--- src/rtl/tdm_demux_pkg.sv ---
// Shared TDM definitions: FSM states, slot-width helper and default frame geometry common with the TX-side mux.
package tdm_pkg;

  localparam int NCH_DEF = 4;
  localparam int DW_DEF  = 8;

  typedef enum logic {
    HUNT = 1'b0,
    LOCK = 1'b1
  } state_t;

  function automatic int slot_w(input int n);
    return (n < 2) ? 1 : $clog2(n);
  endfunction

endpackage

--- src/rtl/tdm_demux_if.sv ---
// Incoming TDM word stream: one word per valid beat, sof marks slot 0. No backpressure.
interface tdm_demux_if
  import tdm_pkg::*;
#(
  parameter int DW = DW_DEF
);

  logic          in_valid;
  logic [DW-1:0] in_data;
  logic          in_sof;

  modport master (output in_valid, in_data, in_sof);
  modport slave  (input  in_valid, in_data, in_sof);

endinterface

--- src/rtl/tdm_slot_ctr.sv ---
// Mod-NCH slot counter with clear and load-to-1; priority clr > load1 > inc.
module tdm_slot_ctr
  import tdm_pkg::*;
#(
  parameter  int NCH = NCH_DEF,
  localparam int SW  = slot_w(NCH)
) (
  input  logic          clk,
  input  logic          rst_n,
  input  logic          inc,
  input  logic          load1,
  input  logic          clr,
  output logic [SW-1:0] slot,
  output logic          last
);

  logic [SW-1:0] r_slot;

  assign slot = r_slot;
  assign last = (r_slot == SW'(NCH - 1));

  // Explicit wrap at NCH-1 keeps the count legal for non-power-of-2 NCH.
  always_ff @(posedge clk or negedge rst_n) begin
    if (!rst_n) begin
      r_slot <= '0;
    end else if (clr) begin
      r_slot <= '0;
    end else if (load1) begin
      r_slot <= SW'(1);
    end else if (inc) begin
      r_slot <= last ? '0 : r_slot + 1'b1;
    end
  end

endmodule

--- src/rtl/tdm_demux.sv ---
// TDM demultiplexer with hunt/lock frame alignment and sticky sync error; one clock latency, always accepts.
// TDM_DEMUX_FRAME_LATCH_EN: stage slots in a shadow bank and publish whole frames only.
module tdm_demux
  import tdm_pkg::*;
#(
  parameter  int NCH = NCH_DEF,
  parameter  int DW  = DW_DEF,
  localparam int SW  = slot_w(NCH)
) (
  input  logic              clk,
  input  logic              rst_n,
  tdm_demux_if.slave        rx,
  input  logic              err_clr,
  output logic [NCH*DW-1:0] out_data,
  output logic [NCH-1:0]    out_valid,
  output logic              frame_done,
  output logic              sync_err,
  output logic              locked,
  output logic [SW-1:0]     slot
);

  state_t r_state;
  state_t w_state_nxt;

  logic [NCH*DW-1:0] r_out_data;
  logic [NCH-1:0]    r_out_valid;
  logic              r_frame_done;
  logic              r_sync_err;

  logic          w_wr;
  logic [SW-1:0] w_wr_idx;
  logic          w_inc;
  logic          w_load1;
  logic          w_clr;
  logic          w_err;
  logic          w_fd;
  logic [SW-1:0] w_slot;
  logic          w_last;

  tdm_slot_ctr #(.NCH(NCH)) u_slot_ctr (
    .clk   (clk),
    .rst_n (rst_n),
    .inc   (w_inc),
    .load1 (w_load1),
    .clr   (w_clr),
    .slot  (w_slot),
    .last  (w_last)
  );

  always_ff @(posedge clk or negedge rst_n) begin
    if (!rst_n) begin
      r_state <= HUNT;
    end else begin
      r_state <= w_state_nxt;
    end
  end

  always_comb begin
    w_state_nxt = r_state;
    w_wr        = 1'b0;
    w_wr_idx    = '0;
    w_inc       = 1'b0;
    w_load1     = 1'b0;
    w_clr       = 1'b0;
    w_err       = 1'b0;
    w_fd        = 1'b0;
    unique case (r_state)
      HUNT: begin
        if (rx.in_valid && rx.in_sof) begin
          w_wr        = 1'b1;
          w_load1     = 1'b1;
          w_state_nxt = LOCK;
        end
      end
      LOCK: begin
        if (rx.in_valid) begin
          if (rx.in_sof) begin
            // An early SOF restarts the frame in place; the partial one is abandoned.
            w_wr    = 1'b1;
            w_load1 = 1'b1;
            w_err   = (w_slot != '0);
          end else if (w_slot != '0) begin
            w_wr     = 1'b1;
            w_wr_idx = w_slot;
            w_inc    = 1'b1;
            w_fd     = w_last;
          end else begin
            w_err       = 1'b1;
            w_clr       = 1'b1;
            w_state_nxt = HUNT;
          end
        end
      end
      default: w_state_nxt = HUNT;
    endcase
  end

  always_ff @(posedge clk or negedge rst_n) begin
    if (!rst_n) begin
      r_sync_err <= 1'b0;
    end else if (w_err) begin
      r_sync_err <= 1'b1;
    end else if (err_clr) begin
      r_sync_err <= 1'b0;
    end
  end

`ifdef TDM_DEMUX_FRAME_LATCH_EN
  logic [(NCH-1)*DW-1:0] r_shadow;

  always_ff @(posedge clk or negedge rst_n) begin
    if (!rst_n) begin
      r_shadow     <= '0;
      r_out_data   <= '0;
      r_out_valid  <= '0;
      r_frame_done <= 1'b0;
    end else begin
      for (int k = 0; k < NCH - 1; k++) begin
        if (w_wr && (w_wr_idx == SW'(k))) begin
          r_shadow[k*DW +: DW] <= rx.in_data;
        end
      end
      // The last slot bypasses the shadow bank so the frame publishes on its own beat.
      if (w_fd) begin
        r_out_data <= {rx.in_data, r_shadow};
      end
      r_out_valid  <= w_fd ? '1 : '0;
      r_frame_done <= w_fd;
    end
  end
`else
  always_ff @(posedge clk or negedge rst_n) begin
    if (!rst_n) begin
      r_out_data   <= '0;
      r_out_valid  <= '0;
      r_frame_done <= 1'b0;
    end else begin
      for (int k = 0; k < NCH; k++) begin
        if (w_wr && (w_wr_idx == SW'(k))) begin
          r_out_data[k*DW +: DW] <= rx.in_data;
        end
      end
      r_out_valid  <= w_wr ? (NCH'(1) << w_wr_idx) : '0;
      r_frame_done <= w_fd;
    end
  end
`endif

  assign out_data   = r_out_data;
  assign out_valid  = r_out_valid;
  assign frame_done = r_frame_done;
  assign sync_err   = r_sync_err;
  assign locked     = (r_state == LOCK);
  assign slot       = w_slot;

endmodule

--- src/flat_wrapper.sv ---
// flat-port wrapper written by rule: the top's interface ports become plain ports
module tdm_demux_flat import tdm_pkg::*;
#(
  parameter  int NCH = NCH_DEF,
  parameter  int DW  = DW_DEF,
  localparam int SW  = slot_w(NCH)
)
  (clk, rst_n, err_clr, out_data, out_valid, frame_done, sync_err, locked, slot, rx_in_valid, rx_in_data, rx_in_sof);
  tdm_demux_if #(.DW(DW)) rx_i ();
  input  logic clk;
  input  logic rst_n;
  input  logic err_clr;
  output logic [NCH*DW-1:0] out_data;
  output logic [NCH-1:0] out_valid;
  output logic frame_done;
  output logic sync_err;
  output logic locked;
  output logic [SW-1:0] slot;
  input wire logic [$bits(rx_i.in_valid)-1:0] rx_in_valid;
  input wire logic [$bits(rx_i.in_data)-1:0] rx_in_data;
  input wire logic [$bits(rx_i.in_sof)-1:0] rx_in_sof;
  assign rx_i.in_valid = rx_in_valid;
  assign rx_i.in_data = rx_in_data;
  assign rx_i.in_sof = rx_in_sof;
  tdm_demux #(.NCH(NCH), .DW(DW)) u_core (.clk(clk), .rst_n(rst_n), .rx(rx_i), .err_clr(err_clr), .out_data(out_data), .out_valid(out_valid), .frame_done(frame_done), .sync_err(sync_err), .locked(locked), .slot(slot));
endmodule
--- config.mk ---
export PLATFORM = sky130hd
export DESIGN_NAME = tdm_demux_flat
export DESIGN_NICKNAME = d
export VERILOG_FILES = /design/src/rtl/tdm_demux_pkg.sv /design/src/rtl/tdm_demux_if.sv /design/src/rtl/tdm_slot_ctr.sv /design/src/rtl/tdm_demux.sv /design/src/flat_wrapper.sv
export SDC_FILE = /design/constraint.sdc
export NUM_CORES = 1
export LEC_CHECK = 0
export ABC_AREA = 1
export CAP_MARGIN = 30
export CORE_MARGIN = 1.5
export CORE_UTILIZATION = 46
export DETAILED_ROUTE_END_ITERATION = 12
export HOLD_SLACK_MARGIN = 0.06
export PLACE_DENSITY = 0.78
export SYNTH_ARGS = -nofsm -noshare
export SYNTH_HDL_FRONTEND = slang
export SYNTH_HIERARCHICAL = 1
export SYNTH_SLANG_ARGS = --single-unit
--- constraint.sdc ---
create_clock -name clk -period 1.94 [get_ports clk]
set_clock_uncertainty 0.2 [all_clocks]
set_input_delay 0.388 -clock clk [delete_from_list [all_inputs] [get_ports clk]]
set_output_delay 0.388 -clock clk [all_outputs]
set_load 0.01 [all_outputs]
; Word level (Yosys, flattened, before mapping)
; Cells that the tools add are included.
[word_totals]
word_cells = 60
out_inout_bits = 41
regBits = 41
in_bits = 13
[op_classes]
n_addsub = 1
n_reduce_logical = 9
bitwise_logic = 1
shift = 1
mux = 35
eq_ne = 4
[ops]
columns = cell, n
row1 = 1-bit 2-to-1 mux, 23
row2 = 2-bit 2-to-1 mux, 8
row3 = 2-bit equality test (second input constant), 3
row4 = 1-bit case mux with 2 select lines, 3
row5 = 1-bit logical AND, 5
row6 = 4-bit 2-to-1 mux, 1
row7 = 2-bit nonzero test, 2
row8 = 1-bit by 2-bit << shifter with 4-bit output (first input constant), 1
row9 = 3-bit nonzero test, 1
row10 = 2-bit by 1-bit adder with 2-bit output (second input constant), 1
row11 = 2-bit by 1-bit equality test with 1-bit output (second input constant), 1
row12 = 2-bit logical NOT, 1
row13 = 1-bit inverter, 1

; Depth between registers and ports, before layout
[depth]
word_depth = 8
depth_mapped = 10
ltp_nobuf = 10

; Cells and area by module
; Netlist, hierarchy kept.
[by_module_without_submodules]
columns = mod, n_inst, cells_per_inst, area_per_inst_um2, seq_area_each_um2
row1 = tdm_demux, 1, 182, 1667.8, 975.9
row2 = tdm_slot_ctr, 1, 17, 120.1, 50.0

; Worst setup path before layout
; OpenSTA, ideal clock, no wires.
[synth_timing]
path_kind = reg-to-reg
startpoint = register u_core.u_slot_ctr.r_slot[0] (netlist: u_core/u_slot_ctr/slot[0])
endpoint = register u_core.r_out_data[24] (netlist: u_core/out_data[24])
slack_ns = 0.212
path_buffers = 0
stages_incl_launch_ff = 9
arrival_ns = 1.411
synth_period_minus_slack_ns = 1.728
t_required_ns = 1.623
cell_sequence = dfrtp_1 nor2_1 ha_1 inv_1 nand3_1 nand2_4 nand3_2 nand2_1 nand2_1
[synth_via]
elab_chain_cells = 7
[synth_rtl]
columns = element, line
row1 = from (decl), tdm_slot_ctr.sv:17  ; logic [SW-1:0] r_slot;
row2 = from (signal assigned), tdm_slot_ctr.sv:31  ; r_slot <= last ? '0 : r_slot + 1'b1;
row3 = 2-bit nonzero test, tdm_demux.sv:82  ; end else if (w_slot != '0) begin
row4 = 2-bit 2-to-1 mux, tdm_demux.sv:82
row5 = 2-bit 2-to-1 mux, tdm_demux.sv:77  ; if (rx.in_sof) begin
row6 = 2-bit 2-to-1 mux, tdm_demux.sv:76  ; if (rx.in_valid) begin
row7 = 2-bit 2-to-1 mux, tdm_demux.sv:67  ; unique case (r_state)
row8 = 2-bit equality test, tdm_demux.sv:139  ; if (w_wr && (w_wr_idx == SW'(k))) begin
row9 = 1-bit logical AND (*), tdm_demux.sv:139
row10 = "to (signal, indexed assignment)", tdm_demux.sv:140  ; r_out_data[k*DW +: DW] <= rx.in_data;
row11 = to (decl), tdm_demux.sv:25  ; logic [NCH*DW-1:0] r_out_data;
; Mark *: on every way between the ends. The rest lies on a longest branch, timed or not.
; A chain may end at the register's enable or synchronous reset.

; Worst setup path in the final report
[layout_timing]
startpoint = register u_core.u_slot_ctr.r_slot[1] (netlist: u_core/u_slot_ctr/slot[1])
endpoint = output slot[1]
[layout_lines]
columns = element, line
row1 = to (decl), flat_wrapper.sv:18  ; output logic [SW-1:0] slot;
; No word-level cell between the ends.

==> metrics.txt <==
R2R cell count 9; vias in the first global route 1420; sw frac about a third; hold wc startpoint u_core/out_data[24]; row cnt 22; worst hold slack between 0.2 and 0.3 ns; # IOs 54; status completed; cell with the most instances after synthesis nand2_1; peak supply drop 0.0007459 V; final worst-path cycle share 97.31%; Initial Util 48.47%; Placed Area 2444 sq um; Reg clk slew, reported paths 0.08 ns; post-CTS setup buffer count 0; WL/cell roughly 13 um; FMAX 0.5297 GHz; Design Area, Final between 2000 and 3000 sq um; synth unique cells 18; Clock Path Buffers 2; initial antenna violation count 0; final WL between 4000 and 5000 um; Hold Violations, Final 0; TritonCTS clock tree yes; H-tree depth 2; number of synthesized register bits 41; EDFF count, synth 0; DRC errors left 0; Buf+Inv Stages, Crit Path 1; DRT iter0 DRCs 62; asr flop ratio synth 100.0%; clock network fraction of total power 19.6%; Comb pwr share between 40% and 50%; post-synth top area cell dfrtp_1; drt pass-1 iters 4; max_slew headroom ~67%; P_sw 0.001228 W; total number of vias 1522; Endpoint, Worst Hold u_core/out_data[24]; Seq pwr share a little under two fifths; Clock Sinks 41; Least-Margin Pin Slew 0.4945 ns; power density over cell area 1402 nW/um^2; delay-heaviest family, CP buffers and inverters; FF-to-FF setup slack 0.23 ns; core area between 3000 and 4000 sq um; R2R Path End u_core/out_data[1]; Crit path required time 1.35 ns; Seq/Total Area, Yosys 57.38%; Ys Warns 6; Worst Path Arrival 1.30 ns; Syn Area/Cell 8.985 sq um; grt ovf 0; max incr delay on CP around 0.57 ns; post-synth net total 215; Vias/cell 4.816; layout cells sized above 1 about an eighth; worst-path maximum fanout 6; diode count 0; pin count of the biggest net entering global routing 42; crit-path cells clkdlybuf4s50_1; Worst path slowest cell clkdlybuf4s50_1; worst skew pair latency 0.29 ns; Main synth FF type dfrtp_1; CP endpoint kind output port; Hold Crit Class reg -> reg; hold depth 2; GPL Wtd Cong 0.8079; Pleak 1.333 nW; fin crit period about 1.9 ns; Multi-input gate area 661.9 sq um; most instantiated cells after synthesis 71 x nand2_1, 41 x dfrtp_1, 34 x nand3_1, 18 x inv_1, 10 x nor2_1; Die H 65.35 um; R2R Path Start u_core/u_slot_ctr/slot[1]; Detail Route Antenna Nets 0; Syn Std Cell Area 1788 sq um; total CTS buffers 5; Final Setup Violations 0; DIE AREA 4270 sq um; root buffer cell clkbuf_8; cells after synthesis 199; gr usage total 21.06%; Final #Nets 283; DP HPWL 2910 um; Layout area overhead 44.09%; first-pass GRT wire length 6720 um; Final Util 69.84%; final slew viol count 0; WS Path Type reg -> out; Synth area leaders dfrtp_1 57%, nand2_1 15%, nand3_1 9.5%, inv_1 3.8%, nand2_4 2.5%; RSZ-0062 raised after global routing false; port buffer count 53; number of max-cap violations 0; Die X-Extent 65.35 um; critical path startpoint category register; Internal 0.002384 W; count of fill cells added during filler insertion between 300 and 400; register area just over 1000 sq um; area share of the largest cell type after synthesis 57.38%
power by group through the flow:
stage / combinational (W) / clock (W) / sequential (W)
floorplan: 0.000571 / 0 / 0.00149
global placement: 0.00151 / 0 / 0.00135
detailed placement: 0.00155 / 0 / 0.00136
CTS: 0.00156 / 0.000719 / 0.00135
global route: 0.00171 / 0.000763 / 0.00139
finish: 0.00155 / 0.000708 / 0.00135
how the worst max path moves through the flow:
stage / startpoint / cells past startpoint / endpoint
after floorplan: u_core/u_slot_ctr/slot[0] / 8 / u_core/out_data[24]
after global placement: rx_in_sof / 10 / u_core/out_data[3]
after detailed placement: rx_in_sof / 10 / u_core/out_data[1]
after CTS: u_core/u_slot_ctr/slot[0] / 1 / slot[0]
after global routing: u_core/u_slot_ctr/slot[1] / 1 / slot[1]
final: u_core/u_slot_ctr/slot[1] / 1 / slot[1]
layout by cell type (no fill, tap or decap):
cell type / netlist / routed
nand2_1: 71 / 71
clkdlybuf4s50_1: 0 / 52
dfrtp_1: 41 / 40
nand3_1: 34 / 33
inv_1: 18 / 18
nor2_1: 10 / 10
buf_4: 1 / 8
clkbuf_8: 0 / 6
nand2_4: 4 / 4
nand3_2: 2 / 3
nand2_2: 3 / 3
nor2_4: 3 / 3
ha_1: 3 / 3
inv_2: 2 / 2
buf_12: 0 / 2
bufinv_16: 0 / 1
clkbuf_1: 0 / 1
dlygate4sd3_1: 0 / 1
buf_2: 0 / 1
a21oi_1: 1 / 1
o22ai_1: 1 / 1
nor3_1: 1 / 1
nor2_2: 1 / 1
o21ai_0: 1 / 1
dfrtp_2: 0 / 1
cell type report:
cell class	instances	area share [%]
sequential	41	39.87
multi-input combinational	135	25.69
timing repair buffer	64	24.67
clock buffer	7	3.351
inverter	20	2.914
tap	48	2.331
clock inverter	1	1.166
flip-flops by register name (all words and copies together), names as in the netlist:
signal                  count
u_core/out_data            32
u_core/frame_done           1
u_core/locked               1
u_core/out_valid            4
u_core/sync_err             1
u_core/u_slot_ctr/slot      2
per-stage QoR:
step / setup slack, ns / cells / TNS (ns) / total power (W)
5_1_grt: 0.001680 / 316 / 0 / 0.003860
3_3_place_gp: -0.1343 / 307 / -3.492 / 0.002865
2_1_floorplan: 0.2123 / 199 / 0 / 0.002056
4_1_cts: 0.02854 / 316 / 0 / 0.003633
6_report: 0.05217 / 316 / 0 / 0.003612
3_5_place_dp: -0.1978 / 307 / -5.355 / 0.002910
logic make-up after synthesis:
group / synth area share (%)
buffers and inverters: 5.878
adder cells (fa/ha/maj): 2.100
flip-flops: 57.38
AND/OR/NAND/NOR: 33.73
AO/OA/AOI/OAI: 0.9094
metal layers:
layer,share of wire [%],vias to the layer above,track usage [%]
met2,49,48,34.31
met3,5.1,5,5.308
met5,0,-,0
met4,1.5,0,7.813
met1,44,709,27.18
li1,-,760,-
repair_timing:
action	in CTS	in global routing
hold buffers	1	0
hold endpoints to repair	41	0
gates resized for setup	0	2
setup endpoints to repair	0	2
No activity file was read; power rests on OpenSTA's default activity.
